$ cat config.mk
export PLATFORM = sky130hd
export DESIGN_NAME = lsu_dmem_master
export DESIGN_NICKNAME = d
export VERILOG_FILES = /design/src/rtl/lsu_dmem_master.sv
export SDC_FILE = /design/constraint.sdc
export NUM_CORES = 1
export LEC_CHECK = 0
export ABC_AREA = 1
export BUFFER_PORTS_ARGS = -buffer_cell sky130_fd_sc_hd__buf_2
export CAP_MARGIN = 20
export CORE_AREA = 2 2 78 155
export DETAILED_ROUTE_END_ITERATION = 8
export DIE_AREA = 0 0 80 157
export PLACE_DENSITY = 0.78
export SETUP_SLACK_MARGIN = 0.05
export SYNTH_ARGS = -nofsm -noshare
export SYNTH_HDL_FRONTEND = slang
export SYNTH_SLANG_ARGS = --single-unit
$ cat constraint.sdc
create_clock -name clk -period 3.5 [get_ports clk]
set_input_delay 0.525 -clock clk [delete_from_list [all_inputs] [get_ports clk]]
set_output_delay 0.525 -clock clk [all_outputs]
set_load 0.01 [all_outputs]
$ cat src/rtl/lsu_dmem_master.sv
// lsu_dmem_master: single-outstanding load/store unit driving a 64-word data memory.
// Define LSU_SUBWORD_EN to build byte/half loads and read-modify-write sub-word stores.
module lsu_dmem_master (
  input  logic        clk,
  input  logic        rst,
  input  logic        req_valid,
  output logic        req_ready,
  input  logic        req_we,
  input  logic [1:0]  req_size,
  input  logic        req_signed,
  input  logic [31:0] req_addr,
  input  logic [31:0] req_wdata,
  output logic        resp_valid,
  output logic [31:0] resp_rdata,
  output logic        resp_err,
  output logic        mem_read,
  output logic        mem_write,
  output logic [31:0] mem_addr,
  output logic [31:0] mem_wdata,
  input  logic [31:0] mem_rdata
);

  typedef enum logic [1:0] {
    IDLE,
    RD,
    WR,
    RESP
  } state_t;

  state_t state_q, state_d;

  logic        accept;
  logic        size_err;
  logic        req_err;
  logic        we_q;
  logic        err_q;
  logic [29:0] widx_q;
  logic [31:0] wdata_q;
  logic [31:0] word_q;
  logic [31:0] ld_data;
  logic [31:0] st_data;

  assign accept = req_valid && req_ready;

`ifdef LSU_SUBWORD_EN
  logic [1:0]  size_q;
  logic        sgn_q;
  logic [1:0]  off_q;
  logic [4:0]  sh;
  logic [31:0] mask;
  logic [7:0]  ld_b;
  logic [15:0] ld_h;

  assign size_err = (req_size == 2'd3)
                 || (req_size == 2'd1 && req_addr[0])
                 || (req_size == 2'd2 && req_addr[1:0] != 2'd0);

  // Sub-request fields used by the extract and merge paths
  always_ff @(posedge clk or posedge rst) begin
    if (rst) begin
      size_q <= 2'd0;
      sgn_q  <= 1'b0;
      off_q  <= 2'd0;
    end else if (accept) begin
      size_q <= req_size;
      sgn_q  <= req_signed;
      off_q  <= req_addr[1:0];
    end
  end

  assign sh   = size_q[0] ? {off_q[1], 4'b0000}
                          : {off_q, 3'b000};
  assign mask = (size_q[0] ? 32'h0000_FFFF
                           : 32'h0000_00FF) << sh;
  assign ld_b = 8'(word_q >> sh);
  assign ld_h = off_q[1] ? word_q[31:16]
                         : word_q[15:0];

  // Load extraction and store merge
  always_comb begin
    ld_data = word_q;
    st_data = wdata_q;
    unique case (1'b1)
      (size_q == 2'd0):
        ld_data = {{24{sgn_q & ld_b[7]}}, ld_b};
      (size_q == 2'd1):
        ld_data = {{16{sgn_q & ld_h[15]}}, ld_h};
      default: ld_data = word_q;
    endcase
    if (size_q != 2'd2) begin
      st_data = (word_q & ~mask)
              | ((wdata_q << sh) & mask);
    end
  end
`else
  logic unused_req;

  assign unused_req = req_signed;
  assign size_err   = (req_size != 2'd2)
                   || (req_addr[1:0] != 2'd0);
  assign ld_data    = word_q;
  assign st_data    = wdata_q;
`endif

  assign req_err = (req_addr[31:8] != 24'd0) || size_err;

  // State register, aborts to IDLE on reset
  always_ff @(posedge clk or posedge rst) begin
    if (rst) begin
      state_q <= IDLE;
    end else begin
      state_q <= state_d;
    end
  end

  // Request latch and memory read capture
  always_ff @(posedge clk or posedge rst) begin
    if (rst) begin
      we_q    <= 1'b0;
      err_q   <= 1'b0;
      widx_q  <= 30'd0;
      wdata_q <= 32'd0;
      word_q  <= 32'd0;
    end else begin
      if (accept) begin
        we_q    <= req_we;
        err_q   <= req_err;
        widx_q  <= req_addr[31:2];
        wdata_q <= req_wdata;
      end
      if (state_q == RD) begin
        word_q <= mem_rdata;
      end
    end
  end

  // Next-state selection
  always_comb begin
    state_d = state_q;
    case (state_q)
      IDLE: begin
        if (accept) begin
          if (req_err) begin
            state_d = RESP;
          end else if (!req_we) begin
            state_d = RD;
`ifdef LSU_SUBWORD_EN
          end else if (req_size != 2'd2) begin
            state_d = RD;
`endif
          end else begin
            state_d = WR;
          end
        end
      end
`ifdef LSU_SUBWORD_EN
      RD:      state_d = we_q ? WR : RESP;
`else
      RD:      state_d = RESP;
`endif
      WR:      state_d = RESP;
      RESP:    state_d = IDLE;
      default: state_d = IDLE;
    endcase
  end

  // Memory and response outputs decoded from state
  always_comb begin
    req_ready  = 1'b0;
    resp_valid = 1'b0;
    resp_rdata = 32'd0;
    resp_err   = 1'b0;
    mem_read   = 1'b0;
    mem_write  = 1'b0;
    mem_addr   = 32'd0;
    mem_wdata  = 32'd0;
    unique case (1'b1)
      (state_q == IDLE): req_ready = !rst;
      (state_q == RD): begin
        mem_read = 1'b1;
        mem_addr = {2'b00, widx_q};
      end
      (state_q == WR): begin
        mem_write = 1'b1;
        mem_addr  = {2'b00, widx_q};
        mem_wdata = st_data;
      end
      (state_q == RESP): begin
        resp_valid = 1'b1;
        resp_err   = err_q;
        if (!err_q && !we_q) begin
          resp_rdata = ld_data;
        end
      end
      default: ;
    endcase
  end

endmodule

==> results of run 1 <==
[synthesized netlist by cell type (all sizes together)]
cell type    n  area, µm²
buf         14        115
clkbuf      17       63.8
conb         1       3.75
dfrtp       98       2450
ha           4       50.1
inv        103        387
nand2      298       1120
nor2        55        214
nor3         2       10.0
o21ai       34        170
or2          1       6.26
[registers in the layout (all words and copies together), names as in the netlist]
register,flops
st_data,32
state_q,2
widx_q,30
ld_data,32
err_q,1
we_q,1
[layer usage]
layer | vias to the layer above | GRT usage, % | part of all wire [%]
met5 | - | 0 | 0.14
met4 | 2 | 8.07 | 2.6
met3 | 21 | 3.04 | 4.7
met2 | 128 | 33.5 | 54
met1 | 1918 | 20.5 | 38
li1 | 2170 | - | -
[layout make-up]
type | count | area, µm² | share of cell area, %
clock buffer | 10 | 239 | 4.02
clock inverter | 6 | 47.5 | 0.800
timing repair buffer | 207 | 1050 | 17.7
inverter | 103 | 389 | 6.55
multi-input combinational | 396 | 1580 | 26.6
sequential | 98 | 2450 | 41.3
tap | 142 | 178 | 2.99
[cell families after synthesis]
| logic type | after synthesis |
|---|---|
| flip-flops | 98 |
| adder cells (fa/ha/maj) | 4 |
| buffers and inverters | 134 |
| other | 1 |
| AO/OA/AOI/OAI | 34 |
| AND/OR/NAND/NOR | 356 |
[how the worst max path moves through the flow]
stage                                 startpoint  slack, ns                 to  cells after the start
after floorplan                              rst       0.41  err_q$_DFFE_PP0P_                      1
after global placement    state_q[0]$_DFFE_PP0P_       1.15       mem_addr[25]                      5
after detailed placement  state_q[0]$_DFFE_PP0P_       1.13       mem_addr[22]                      5
after CTS                 state_q[0]$_DFFE_PP0P_       0.75       mem_addr[22]                      5
after global routing      state_q[0]$_DFFE_PP0P_       0.59       mem_addr[22]                      5
final                     state_q[0]$_DFFE_PP0P_       0.82       mem_addr[25]                      5
[power breakdown]
group	switching [mW]	leakage, nW	internal (mW)
combinational	1.33	2.55	0.758
clock	0.434	0.140	0.509
sequential	0.232	1.21	1.67
[per-stage QoR]
stage / cells / power, mW
final: 962 / 4.93
after global routing: 962 / 5.39
after CTS: 962 / 5.01
after detailed placement: 946 / 4.05
after global placement: 946 / 3.98
after floorplan: 628 / 3.29
==> impl_metrics.ini, run 1 <==
[clock_tree]
cts_sinks = 98
cts.clk_slew.worst_paths_ns = 0.07
h-tree-depth = 3
cts_tree = yes
holdBufCountCts = 0
worstSkewPairLatency_ns = 0.33
clock_path_buffers = 2
cts-root-buf = clkbuf_16
post_cts_buffers = 0
ctsResizeCount = 0
cts_buffers = 9

[routing]
finalWirelength_um = 11300
drc_errors = 0
drtPass1Iterations = 6
drtIter0Drc = 214
via_per_inst = 4.41
detail_route.wl_per_cell_um = 11.7
num_vias = 4239
ant_nets = 0

[global_routing]
globalRouteTotalUtil_pct = 18.4
first_global_vias = 3958
grt-ovfl-total = 0
grt_pass1_wl_um = 18200
antenna_found_initial = 1
grt_max_degree = 69

[critical_path]
arrival_ns = 2.15
cp.required_ns = 2.97
cp-end-kind = output port
critPathMostFrequentCell = inv_1
slowest_delay_ns = 1.00
r2r-end = st_data[26]$_DFFE_PP0P_
crit_buf_inv = 3
r2r-start = state_q[0]$_DFFE_PP0P_
crit_family = adder cells
critPathLaunchType = register
r2r_slack_ns = 1.45
ff2ff_path_depth = 9
critPathMaxFanout = 31
crit_chain = inv_1, ha_1, nand2_1, inv_1, buf_2
crit_slowest_cell = ha_1
critical_path_class = register to output port

[timing]
fin_crit_ns = 2.68
post-route-period-util_pct = 76.5
fin_hold_ws_ns = 0.258
rsz0062_at_grt = false
drv_slew = 0
max_freq_mhz = 374
hold_viol = 0
relSlewSlack_pct = 28.6
fin_worst_skew_ns = 0.00600
setup_viol = 0
setup_tns_ns = 0
tightest_slew_ns = 1.07
finalWorstSetupSlack_ns = 0.824

[floorplan]
design.core.area_um2 = 11300
start_util_pct = 40.7
fp.dieArea_um2 = 12600
num_rows = 55
die_y_um = 157
io-pin-count = 204
fp.dieW_um = 80

[place]
placed_cell_area_um2 = 5650
portBuffers = 200
pre_cts_ws_ns = 1.13
gp_congestion = 0.820
dp_hpwl_um = 8270

[layout]
fin_area_um2 = 5940
nets = 922
final_common_cell = nand2_1
fillers = 1140
n_antenna_cell = 0
syn2layout_area_growth_pct = 29.3
fin_util_pct = 52.6
final_layout_size_suffix_gt1_share_pct = 28.0
final_cell_mix = 297 x nand2_1, 200 x buf_2, 100 x inv_1

[synth]
syn_avg_cell_area_um2 = 7.33
synth_fa_ha_area_share_pct = 1.09
synthMuxAreaShare_pct = 0
synthXorXnorAreaFrac_pct = 0
synth_compound_area_share_pct = 3.70
synth_top_family_by_area = simple AND/OR/NAND/NOR gates
syn_inst = 627
synth-seq-area-share_pct = 53.4
synth-simple-area-share_pct = 29.4
synth_area_um2 = 4590
ys_ff_latch = 98
yosys_warnings = 0
synth.distinct_cells = 17

[run]
cap_violations = 0

[run_status]
outcome = finished clean

[power]
power_leakage_nw = 3.90
power.density_nw_per_um2 = 830
peakVddDrop_mv = 0.637

[min_path]
holdCritPathClass = input port to async pin
Note: power is estimated with default switching activity, not from simulation.
==> inputs of run 2 (changes only) <==
Clock period 3.5 ns to 2.6 ns, I/O delays scaled along.
==> impl_metrics.ini, run 2 (same netlist as run 1, synthesis figures left out) <==
[run_status]
outcome = finished clean

[timing]
fin_hold_ws_ns = 0.196
fin_crit_ns = 2.13
rsz0062_at_grt = false
max_freq_mhz = 470
relSlewSlack_pct = 51.7
post-route-period-util_pct = 81.8
setup_viol = 0
setup_tns_ns = 0
fin_worst_skew_ns = 0.00849
tightest_slew_ns = 0.724
drv_slew = 0
hold_viol = 0

[critical_path]
crit_family = buffers and inverters
crit_slowest_cell = dfrtp_1
cp.required_ns = 2.21
r2r-end = widx_q[20]$_DFFE_PP0P_
critical_path_class = register to output port
ff2ff_path_depth = 9
critPathMaxFanout = 26
crit_chain = inv_1, ha_1, buf_12, nand2_1, inv_1, buf_2
crit_buf_inv = 4
arrival_ns = 1.74
critPathLaunchType = register
r2r-start = state_q[0]$_DFFE_PP0P_
r2r_slack_ns = 0.70
cp-end-kind = output port
slowest_delay_ns = 0.40
critPathMostFrequentCell = inv_1

[clock_tree]
cts_tree = yes
cts_sinks = 98
ctsResizeCount = 0
worstSkewPairLatency_ns = 0.33
cts.clk_slew.worst_paths_ns = 0.06
post_cts_buffers = 0
holdBufCountCts = 0
h-tree-depth = 3
clock_path_buffers = 2
cts-root-buf = clkbuf_16
cts_buffers = 9

[place]
gp_congestion = 0.840
dp_cells = 949
portBuffers = 200
dp_hpwl_um = 8630

[run]
cap_violations = 0

[routing]
detail_route.wl_per_cell_um = 12.1
num_vias = 4298
ant_nets = 0
finalWirelength_um = 11700
drtIter0Drc = 270
via_per_inst = 4.45
drtPass1Iterations = 4
drc_errors = 0

[global_routing]
grt-ovfl-total = 0
antenna_found_initial = 0
globalRouteTotalUtil_pct = 18.9
grt_pass1_wl_um = 18500
first_global_vias = 4118
grt_max_degree = 44

[layout]
nets = 925
fin_util_pct = 53.2
fillers = 1136
multi_input_area_um2 = 1580
final_common_cell = nand2_1
syn2layout_area_growth_pct = 30.8
final_layout_size_suffix_gt1_share_pct = 28.2
ff_latch_area_um2 = 2450
instances_no_fill = 965
n_antenna_cell = 0
final_cell_mix = 297 x nand2_1, 200 x buf_2, 100 x inv_1

[power]
swShare_pct = 40.3
power.density_nw_per_um2 = 1120
p_comb_share_pct = 43.1
p_sw_mw = 2.70
power_leakage_nw = 3.92
peakVddDrop_mv = 0.535
pwr-share-seq_pct = 38.3
p_int_mw = 4.00
clkPwrFrac_pct = 18.6

[floorplan]
design.core.area_um2 = 11300
fp.dieArea_um2 = 12600
io-pin-count = 204
fp.dieW_um = 80
start_util_pct = 40.7
num_rows = 55
die_y_um = 157

[min_path]
holdCritPathClass = input port to async pin
## run 2: final cells by class
cell class | count | area share, %
clock inverters | 5 | 0.625
clock buffers | 11 | 4.04
flip-flops and latches | 98 | 40.8
inverters | 103 | 6.50
well taps | 142 | 2.96
repair buffers | 210 | 18.7
multi-input cells | 396 | 26.3
## run 2: how the worst max path moves through the flow
| stage | cells past startpoint | endpoint | slack (ns) | from |
|---|---|---|---|---|
| 3_5_place_dp | 9 | st_data[2]$_DFFE_PP0P_ | 0.68 | state_q[0]$_DFFE_PP0P_ |
| 3_3_place_gp | 9 | widx_q[25]$_DFFE_PP0P_ | 0.73 | state_q[0]$_DFFE_PP0P_ |
| 4_1_cts | 6 | mem_wdata[20] | 0.43 | state_q[0]$_DFFE_PP0P_ |
| 6_report | 6 | mem_wdata[20] | 0.47 | state_q[0]$_DFFE_PP0P_ |
| 5_1_grt | 6 | mem_wdata[18] | 0.33 | state_q[0]$_DFFE_PP0P_ |
| 2_1_floorplan | 5 | mem_wdata[10] | 1.01 | state_q[0]$_DFFE_PP0P_ |
## run 2: power groups by stage
stage | sequential [mW] | clock (mW) | combinational (mW)
floorplan | 2.51 | 0 | 1.92
global placement | 2.57 | 0 | 2.86
detailed placement | 2.58 | 0 | 2.93
CTS | 2.56 | 1.30 | 2.94
global route | 2.65 | 1.35 | 3.30
finish | 2.56 | 1.25 | 2.89
## run 2: stage by stage
step / instance area, µm² / setup WS (ns) / power (mW)
floorplan: 4600 / 1.01 / 4.43
global placement: 5730 / 0.733 / 5.43
detailed placement: 5730 / 0.682 / 5.51
CTS: 6010 / 0.429 / 6.80
global route: 6010 / 0.330 / 7.30
finish: 6010 / 0.473 / 6.70
## run 2: worst register-to-register path, stage by stage (launching register included)
cell	delay, ns
dfrtp_1	0.38
inv_1	0.09
ha_1	0.24
inv_2	0.08
nor2_4	0.04
nand2_2	0.06
buf_4	0.36
buf_4	0.40
nand2_1	0.10
nand2_1	0.08
## run 2: layer usage
metal,vias to the layer above,routed length [µm],track usage [%]
li1,2176,-,-
met1,1944,4530,21.1
met2,144,6150,33.5
met3,34,524,2.64
met4,0,516,10.7
met5,-,0,0
==> inputs of run 3 (changes only) <==
Settings changed: PLACE_DENSITY 0.78 to 0.81.
Clock period 2.6 ns to 1.9 ns, I/O delays scaled along.
==> impl_metrics.ini, run 3 (same netlist as run 1, synthesis figures left out) <==
[run_status]
outcome = finished clean

[layout]
final_common_cell = nand2_1
fin_area_um2 = 6520
n_antenna_cell = 0
syn2layout_area_growth_pct = 42.0
final_layout_size_suffix_gt1_share_pct = 36.1
final_cell_mix = 266 x nand2_1, 175 x buf_2, 98 x dfrtp_1
fillers = 1070
fin_util_pct = 57.8
nets = 934

[floorplan]
die_y_um = 157
io-pin-count = 204
num_rows = 55
design.core.area_um2 = 11300
fp.dieW_um = 80
fp.dieArea_um2 = 12600
start_util_pct = 40.7

[global_routing]
grt_max_degree = 66
grt-ovfl-total = 0
globalRouteTotalUtil_pct = 18.5
first_global_vias = 3997
grt_pass1_wl_um = 18200
antenna_found_initial = 0

[critical_path]
cp-end-kind = output port
crit_slowest_cell = dfrtp_1
crit_chain = inv_2, ha_4, clkbuf_16, nand2_2, inv_1, buf_2
critical_path_class = register to output port
slowest_delay_ns = 0.40
arrival_ns = 1.58
critPathMaxFanout = 7
critPathLaunchType = register
crit_family = buffers and inverters
cp.required_ns = 1.62
crit_buf_inv = 4

[routing]
drtPass1Iterations = 4
via_per_inst = 4.46
ant_nets = 0
drc_errors = 0
finalWirelength_um = 12700
num_vias = 4337
drtIter0Drc = 256
detail_route.wl_per_cell_um = 13.1

[min_path]
holdCritPathClass = input port to async pin

[clock_tree]
cts_sinks = 98
cts_buffers = 9
clock_path_buffers = 2
cts.clk_slew.worst_paths_ns = 0.06
holdBufCountCts = 0
h-tree-depth = 3
cts-root-buf = clkbuf_16
cts_tree = yes
worstSkewPairLatency_ns = 0.33

[timing]
finalWorstSetupSlack_ns = 0.0322
fin_crit_ns = 1.87
drv_slew = 0
fin_hold_ws_ns = 0.0728
setup_viol = 0
rsz0062_at_grt = true
max_freq_mhz = 535
fin_worst_skew_ns = 0.0100
post-route-period-util_pct = 98.3
hold_viol = 0

[place]
dp_hpwl_um = 8480
gp_congestion = 0.830
portBuffers = 200
placed_cell_area_um2 = 5760
pre_cts_ws_ns = 0.280

[run]
cap_violations = 0

[power]
power.density_nw_per_um2 = 1700
peakVddDrop_mv = 1.24
power_leakage_nw = 4.09
-- run 3: changes by cell type in the layout (fill, tap and decap cells not counted), sizes merged --
cell | before | now
buf | 210 | 216
bufinv | 0 | 1
clkbuf | 11 | 14
clkinv | 2 | 1
inv | 103 | 102
-- run 3: routing by layer --
layer	vias to the layer above	global-route usage, %	wire length, µm
met5	-	0	0
met4	0	8.64	405
met3	29	2.64	469
met2	143	33.5	7090
met1	1969	20.9	4750
li1	2196	-	-
-- run 3: what timing repair did --
action,CTS,global route
pin swaps,0,10
resized for setup,4,106
gates cloned,1,3
setup buffers,1,2
endpoints found under the setup margin,38,92
-- run 3: worst reg2reg max path, stage by stage (launching register included) --
cell	delay [ns]
dfrtp_1	0.42
inv_2	0.11
ha_4	0.15
inv_2	0.04
nor2_4	0.08
nand2_2	0.09
inv_2	0.09
buf_4	0.31
nand2_1	0.14
nand2_1	0.12
-- run 3: report_power, final --
group / internal [mW] / switching [mW] / total [mW]
sequential: 3.08 / 0.550 / 3.63
clock: 1.02 / 0.756 / 1.77
combinational: 2.56 / 3.09 / 5.65
-- run 3: worst paths after layout --
kind                                           endpoint  slack [ns]                     from  depth (start not counted)
worst max-delay path                       mem_addr[15]        0.03   state_q[0]$_DFFE_PP0P_                          6
worst min-delay path             widx_q[10]$_DFFE_PP0P_        0.07                      rst                          3
worst max register to register  st_data[28]$_DFFE_PP0P_        0.31   state_q[0]$_DFFE_PP0P_                          9
worst min register to register  st_data[14]$_DFFE_PP0P_        0.48  st_data[14]$_DFFE_PP0P_                          2
max in group asynchronous       st_data[14]$_DFFE_PP0P_        1.43                      rst                          3
min in group clk                st_data[26]$_DFFE_PP0P_        0.14            req_wdata[26]                          3
-- run 3: area by class of cell --
class | count | area (µm²) | share of cell area (%)
multi-input combinational | 396 | 1760 | 26.9
clock buffer | 11 | 233 | 3.57
inverter | 103 | 393 | 6.02
timing repair buffer | 219 | 1460 | 22.3
tap | 142 | 178 | 2.72
clock inverter | 4 | 53.8 | 0.825
sequential | 98 | 2450 | 37.6
-- run 3: per-stage QoR --
step | cells | power [mW] | setup TNS [ns]
final | 973 | 11.1 | 0
after detailed placement | 951 | 7.65 | 0
after global routing | 973 | 11.9 | -0.213
after CTS | 968 | 9.75 | 0
after floorplan | 628 | 6.06 | 0
after global placement | 951 | 7.51 | 0
